$ cat src/rtl/branch_target_buffer.sv
// ---------------------------------------------------------------------------
// branch_target_buffer
//   Direct-mapped branch target buffer with 2-bit saturating direction
//   counters. Lookup is purely combinational; updates from the execute stage
//   commit on the rising clock edge (read-before-write for a same-cycle
//   lookup of the same entry).
//
// Ports
//   clk         sole clock, rising edge
//   rst_n       asynchronous active-low reset (clears valid bits and counters)
//   flush       synchronous invalidate-all, has priority over an update
//   lkp_pc      fetch PC to look up
//   lkp_hit     valid entry with matching tag
//   lkp_taken   hit and counter MSB set
//   lkp_target  stored target on hit, else lkp_pc + 4
//   upd_en      one resolved-branch update this cycle
//   upd_pc      PC of the resolved branch
//   upd_taken   actual outcome
//   upd_target  actual taken target
// ---------------------------------------------------------------------------
module branch_target_buffer #(
    parameter int ENTRIES = 16,
    parameter int XLEN    = 32
) (
    input  logic            clk,
    input  logic            rst_n,
    input  logic            flush,
    input  logic [XLEN-1:0] lkp_pc,
    output logic            lkp_hit,
    output logic            lkp_taken,
    output logic [XLEN-1:0] lkp_target,
    input  logic            upd_en,
    input  logic [XLEN-1:0] upd_pc,
    input  logic            upd_taken,
    input  logic [XLEN-1:0] upd_target
);

    localparam int IDX_W = $clog2(ENTRIES);
    localparam int TAG_W = XLEN - IDX_W - 2;

    typedef enum logic [1:0] {
        CNT_STRONG_NT = 2'b00,
        CNT_WEAK_NT   = 2'b01,
        CNT_WEAK_T    = 2'b10,
        CNT_STRONG_T  = 2'b11
    } cnt_e;

    logic [ENTRIES-1:0] valid_q;
    cnt_e               cnt_q    [ENTRIES];
    logic [TAG_W-1:0]   tag_q    [ENTRIES];
    logic [XLEN-1:0]    target_q [ENTRIES];

    // The two low PC bits carry no information for word-aligned fetch.
    logic unused_pc_lsbs;
    assign unused_pc_lsbs = ^{lkp_pc[1:0], upd_pc[1:0]};

    // ---------------- lookup (combinational) ----------------
    logic [IDX_W-1:0] lkp_idx;
    logic [TAG_W-1:0] lkp_tag;

    assign lkp_idx    = lkp_pc[IDX_W+1:2];
    assign lkp_tag    = lkp_pc[XLEN-1:IDX_W+2];
    assign lkp_hit    = valid_q[lkp_idx] && (tag_q[lkp_idx] == lkp_tag);
    assign lkp_taken  = lkp_hit && cnt_q[lkp_idx][1];
    assign lkp_target = lkp_hit ? target_q[lkp_idx] : lkp_pc + XLEN'(4);

    // ---------------- update ----------------
    logic [IDX_W-1:0] upd_idx;
    logic [TAG_W-1:0] upd_tag;
    logic             upd_hit;
    cnt_e             cnt_d;

    assign upd_idx = upd_pc[IDX_W+1:2];
    assign upd_tag = upd_pc[XLEN-1:IDX_W+2];
    assign upd_hit = valid_q[upd_idx] && (tag_q[upd_idx] == upd_tag);

    // NOTE: every always_comb output gets a default first so no path can
    // leave it unassigned and infer a latch.
    always_comb begin
        cnt_d = cnt_q[upd_idx];
        if (upd_taken) begin
            if (cnt_q[upd_idx] != CNT_STRONG_T) cnt_d = cnt_e'(cnt_q[upd_idx] + 2'd1);
        end else begin
            if (cnt_q[upd_idx] != CNT_STRONG_NT) cnt_d = cnt_e'(cnt_q[upd_idx] - 2'd1);
        end
    end

    // Valid bits and counters: reset asynchronously so the table is empty
    // the instant rst_n falls, whatever an in-flight update was doing.
    // NOTE: sequential state uses non-blocking assignments only, so every
    // flop samples pre-edge values and lookup sees read-before-write.
    always_ff @(posedge clk or negedge rst_n) begin
        if (!rst_n) begin
            valid_q <= '0;
            for (int i = 0; i < ENTRIES; i++) cnt_q[i] <= CNT_STRONG_NT;
        end else if (flush) begin
            valid_q <= '0;
        end else if (upd_en) begin
            if (upd_hit) begin
                cnt_q[upd_idx] <= cnt_d;
            end else if (upd_taken) begin
                valid_q[upd_idx] <= 1'b1;
                cnt_q[upd_idx]   <= CNT_WEAK_T;
            end
        end
    end

    // NOTE: tag and target storage is deliberately left without reset; an
    // entry's contents are only observable through its valid bit, which is
    // reset. A write landing while rst_n is low only touches an invalid
    // entry, so it is harmless.
    always_ff @(posedge clk) begin
        if (!flush && upd_en && upd_taken) begin
            tag_q[upd_idx]    <= upd_tag;
            target_q[upd_idx] <= upd_target;
        end
    end

endmodule

$ cat config.mk
export PLATFORM = sky130hd
export DESIGN_NAME = branch_target_buffer
export DESIGN_NICKNAME = d
export VERILOG_FILES = /design/src/rtl/branch_target_buffer.sv
export SDC_FILE = /design/constraint.sdc
export NUM_CORES = 1
export LEC_CHECK = 0
export CORE_MARGIN = 1.5
export CORE_UTILIZATION = 40
export CTS_BUF_LIST = sky130_fd_sc_hd__clkbuf_8 sky130_fd_sc_hd__clkbuf_16
export DETAILED_ROUTE_END_ITERATION = 10
export GPL_TIMING_DRIVEN = 1
export PLACE_DENSITY = 0.62
export SETUP_SLACK_MARGIN = 0.3
export SYNTH_ARGS = -nofsm -noshare
export SYNTH_HDL_FRONTEND = slang
export SYNTH_SLANG_ARGS = --single-unit
$ cat constraint.sdc
create_clock -name clk -period 15.96 [get_ports clk]
set_clock_uncertainty 0.1 [all_clocks]
set_input_delay 3.192 -clock clk [delete_from_list [all_inputs] [get_ports clk]]
set_output_delay 3.192 -clock clk [all_outputs]
set_load 0.005 [all_outputs]
# Yosys cells after proc, flatten, opt, wreduce, memory -nomap -nowiden
# Memories as Yosys holds them, arrays and structs flattened.
# Index checks and enable logic that the tools add are counted.
[classes] add_sub_neg=3 n_lt_le_gt_ge=6 bitwise=7 eq_ne=4 n_mux=27 n_reduce_logical=14
[op_table] op="2-to-1 mux 32 bit" n=3
[op_table] op="2-to-1 mux 16 bit" n=4
[op_table] op="equality test 26 bit" n=2
[op_table] op="adder 32 x 3 -> 32 bit, second input constant" n=1
[op_table] op="bitwise mux 32 bit" n=1
[op_table] op="bitwise OR 16 bit" n=2
[op_table] op="AND 16 bit" n=1
[op_table] op="binary-select mux 2 bit (select 4 bit)" n=2
[op_table] op="2-to-1 mux 2 bit" n=8
[op_table] op="NOT 16 bit" n=1
[op_table] op=">= comparator 5 bit, second input constant" n=2
[op_table] op="less-than comparator 4 x 5 -> 1 bit, second input constant" n=2
[op_table] op="NOT 4 -> 5 bit" n=2
[op_table] op="binary-select mux 1 bit (select 4 bit)" n=2
[op_table] op="demux 2 bit (select 4 bit)" n=1
[op_table] op="nonzero test 2 bit" n=4
[op_table] op="logical AND 1 bit" n=7
[op_table] op="AND reduction 3 bit" n=2
[op_table] op="less-than comparator 5 x 1 -> 1 bit, second input constant" n=1
[op_table] op="2-to-1 mux 1 bit" n=5
[op_table] op="demux 1 bit (select 4 bit)" n=1
[op_table] op=">= comparator 4 x 1 -> 1 bit, second input constant" n=1
[op_table] op="!= test 2 bit, second input constant" n=2
[op_table] op="adder 2 x 1 -> 2 bit, second input constant" n=1
[op_table] op="other kinds (3)" n=3
[word_totals] inputBits=101 mem_bits_rw=928 mem_count=2 register_bits=48
[memory_table] name="target_q" depth=16 word_bits=32 read_ports=1 rd_clocked_by_memory_dff=0 wr=1 line="51" text="logic [XLEN-1:0] target_q [ENTRIES];"
[memory_table] name="tag_q" depth=16 word_bits=26 read_ports=2 rd_clocked_by_memory_dff=0 wr=1 line="50" text="logic [TAG_W-1:0] tag_q [ENTRIES];"

# Longest topological paths before layout
[depth] depth_word=9 depth_mapped=15

# Worst setup path before layout
# No wires, ideal clock.
[synth_timing] path_type="input port to output port" start="input lkp_pc[2]" end="output lkp_target[10]" arrival_ns=6.264 slack_ns=6.404 cell_stages=10 n_path_buf=7 t_required_ns=12.668 path_cell_list="buf_4 -> buf_4 -> buf_2 -> buf_4 -> buf_2 -> buf_1 -> buf_2 -> mux4_2 -> mux4_2 -> mux2_1"
[synth_via] elab_chain_len=4 word_cells_on_any_way=8
[synth_lines] element="start: declaration" line="28" text="input logic [XLEN-1:0] lkp_pc,"
[synth_lines] element="memory (16 x 26 bit) or binary-select mux 1 bit (select 4 bit) (tied branches)"
[synth_lines] element="equality test 26 bit or 2-to-1 mux 1 bit (tied branches)" line="63" text="assign lkp_hit = valid_q[lkp_idx] && (tag_q[lkp_idx] == lkp_tag);"
[synth_lines] element="logical AND 1 bit" line="63"
[synth_lines] element="2-to-1 mux 32 bit (*)" line="65" text="assign lkp_target = lkp_hit ? target_q[lkp_idx] : lkp_pc + XLEN'(4);"
[synth_lines] element="end: declaration" line="31" text="output logic [XLEN-1:0] lkp_target,"
# Mark *: on every way between the ends. The rest lies on a longest branch, timed or not. The select of a mux whose other input is x is not followed.

# Worst setup path after layout
[layout_timing] start="input lkp_pc[3]" end="output lkp_target[31]"
# Same word-level chain as after synthesis.

==> out/results.tsv <==
metric	value	unit
number of antenna violations at the first check in global routing	13	
Area Growth Syn to Fin	14.1	%
global route overflow	0	
drc violations	0	
core area	107000	um2
sequential share of power	51.3	%
Resized cells post-CTS	0	
post-CTS setup buffer count	0	
die area	110000	um2
leakage power	15.8	nW
first-pass GRT wire length	175000	um
Hold Crit Depth	2	
setup_tns	0	ns
nature of the critical path endpoint	output pin	
vias in the first global route	24300	
Initial Utilization	40.4	%
gp weighted congestion	0.945	
1st-iter DRT viols	2855	
combinational power share	7.8	%
total track usage	21.9	%
CP startpoint kind	input pin	
sw frac	22.3	%
Post-synth EDFFs	928	
total number of H-tree levels	3	
CP arrival	8.56	ns
HP Class	reg -> reg	
layout cells sized above 1	24.3	%
DRT Wirelength	122000	um
Max-Cap Viols	0	
Clk network pwr share	40.9	%
period utilization	74.3	%
routed length per placed instance	31.3	um
post-synthesis instance area	43200	um2
Rows	120	
ANT nets after route	0	
final HPWL from detailed placement	71900	um
Worst Path Max Fanout	135	
pin count of the biggest net entering global routing	136	
asr flop ratio synth	4.92	%
Slew Limit Fails	0	
pwr/cell area	112	nW/um2
vias	23800	
clk_lat worst skew	0.69	ns
Hold Fails Final Rpt	0	
clock slew seen by the registers of the worst setup and hold paths	0.06	ns
switching pwr	0.00124	W
CTS Buffer Depth	3	
die height	332	um
Root Driver	clkbuf_16	
Slew headroom	15.3	%
count of state elements after synthesis	976	
Seq/Total Area, Yosys	67.3	%
fin nets	2503	
R2R depth	9	
CTS buffer count	99	
Synth Flop Type	edfxtp_1	
status	complete, no violations	
io pins	135	
Horiz. Die Dim	332	um
utilization after layout	46.0	%
drt pass-1 iters	5	
Int Pwr	0.00430	W
Post-CTS Hold Fix Bufs	0	
Max Clk Rate	84.4	MHz
PortBufs	132	
CTS tree	done	
Worst Path Required	12.67	ns
Clock Sinks	976	
Crit Path Class	in -> out	
Avg Inst Size Synth	19.1	um2
Cells after Synth	2260	
Worst Tran Pin Value	1.27	ns
Netlist cell types	72	
Final min period	11.85	ns
warnings from Yosys	0	
vias per cell	6.13	
Setup violations, final	0	
VDD IR max	0.0000906	V
RSZ-0062 raised after global routing	no	
post-synthesis net count	2362	
## synth_stat cells (all sizes together) (30+ instances only)
master / count / share of area [%]
a22oi: 33 / 0.57
buf: 82 / 1.1
clkbuf: 59 / 0.51
dfrtp: 48 / 2.8
edfxtp: 928 / 65
inv: 38 / 0.33
mux2: 51 / 1.3
mux2i: 105 / 2.4
mux4: 355 / 19
nand2: 77 / 0.67
nor2: 87 / 0.76
o21ai: 52 / 0.60
xnor2: 47 / 0.95
xor2: 30 / 0.61
## power groups by stage
stage	logic (W)	registers, W	clock network (W)
floorplan	0.000254	0.00289	0
global placement	0.000424	0.00289	0
detailed placement	0.000430	0.00289	0
CTS	0.000432	0.00284	0.00231
global route	0.000454	0.00284	0.00240
finish	0.000431	0.00284	0.00227
## cells by family after synthesis
logic type | count (synthesis) | share of synthesized area (%)
buf+inv | 180 | 1.91
xor+xnor | 77 | 1.56
compound gates | 219 | 3.56
mux | 511 | 22.3
flops | 976 | 67.3
fa+ha+maj | 3 | 0.0753
simple gates | 294 | 3.33
## cell usage in the layout, fill, tap and decap left out, types with 16 or more instances in the layout
| master | count |
|---|---|
| a22oi_1 | 33 |
| edfxtp_1 | 928 |
| o32ai_1 | 18 |
| a2bb2oi_1 | 16 |
| nor2_1 | 70 |
| mux2_2 | 36 |
| xnor2_1 | 47 |
| nand2_1 | 77 |
| nand4_1 | 17 |
| clkinv_1 | 23 |
| clkdlybuf4s50_1 | 124 |
| o21ai_0 | 51 |
| xor2_1 | 30 |
| a21oi_1 | 21 |
| dfrtp_1 | 48 |
| mux4_2 | 355 |
| nand3_1 | 27 |
| buf_4 | 51 |
| nor2_4 | 16 |
| mux2i_1 | 105 |
| clkbuf_16 | 99 |
| inv_1 | 69 |
## state kept, by name (all words and copies together), names as in the netlist
register,cells
cnt_q,32
tag_q,416
valid_q,16
target_q,512
## metrics by stage
| stage | worst slack [ns] | hold WS, ns | std cells | total power (W) | area, um2 |
|---|---|---|---|---|---|
| final | 4.11 | 0.410 | 3888 | 0.00554 | 49300 |
| after global routing | 3.96 | 0.440 | 3886 | 0.00570 | 49300 |
| after CTS | 4.16 | 0.412 | 3886 | 0.00558 | 49300 |
| after detailed placement | 4.20 | 0.399 | 3703 | 0.00332 | 46100 |
| after global placement | 4.13 | 0.380 | 3703 | 0.00331 | 46100 |
| after floorplan | 6.40 | 0.365 | 2260 | 0.00314 | 43200 |
## per-layer routing
layer	track usage (%)	wire, um
met1	29.8	49500
met2	35.6	59000
met3	4.51	9510
met4	6.68	3500
met5	0	118
## area by class of cell
class                           instances  area [um2]
Timing Repair Buffer                  181        1710
Inverter                               39         146
Fill cell                            8895       57800
Multi-Input combinational cell       1104       13400
Clock inverter                         81         644
Sequential cell                       976       29100
Clock buffer                          102        2520
Tap cell                             1403        1760
Antenna cell                            2        5.00
## worst paths after layout
path / startpoint / end / slack (ns)
max in group asynchronous: rst_n / cnt_q[7] / 12.45
worst max-delay path: lkp_pc[3] / lkp_target[31] / 4.11
worst min register to register: cnt_q[8] / cnt_q[8] / 0.41
min in group asynchronous: rst_n / cnt_q[28] / 2.61
worst max register to register: tag_q[15][5] / cnt_q[9] / 11.71
worst min-delay path: cnt_q[8] / cnt_q[8] / 0.41
## critical path, stage by stage
cell and delay, ns:
buf_8 0.57, buf_12 0.59, mux4_2 0.45, mux4_2 0.50
xnor2_1 0.41, nand2_1 0.11, nor4b_1 0.36, nand4_1 0.22
nor4_4 0.30, buf_4 0.54, mux2_2 0.46, clkdlybuf4s50_1 0.47
(Power assumes the default switching activity.)
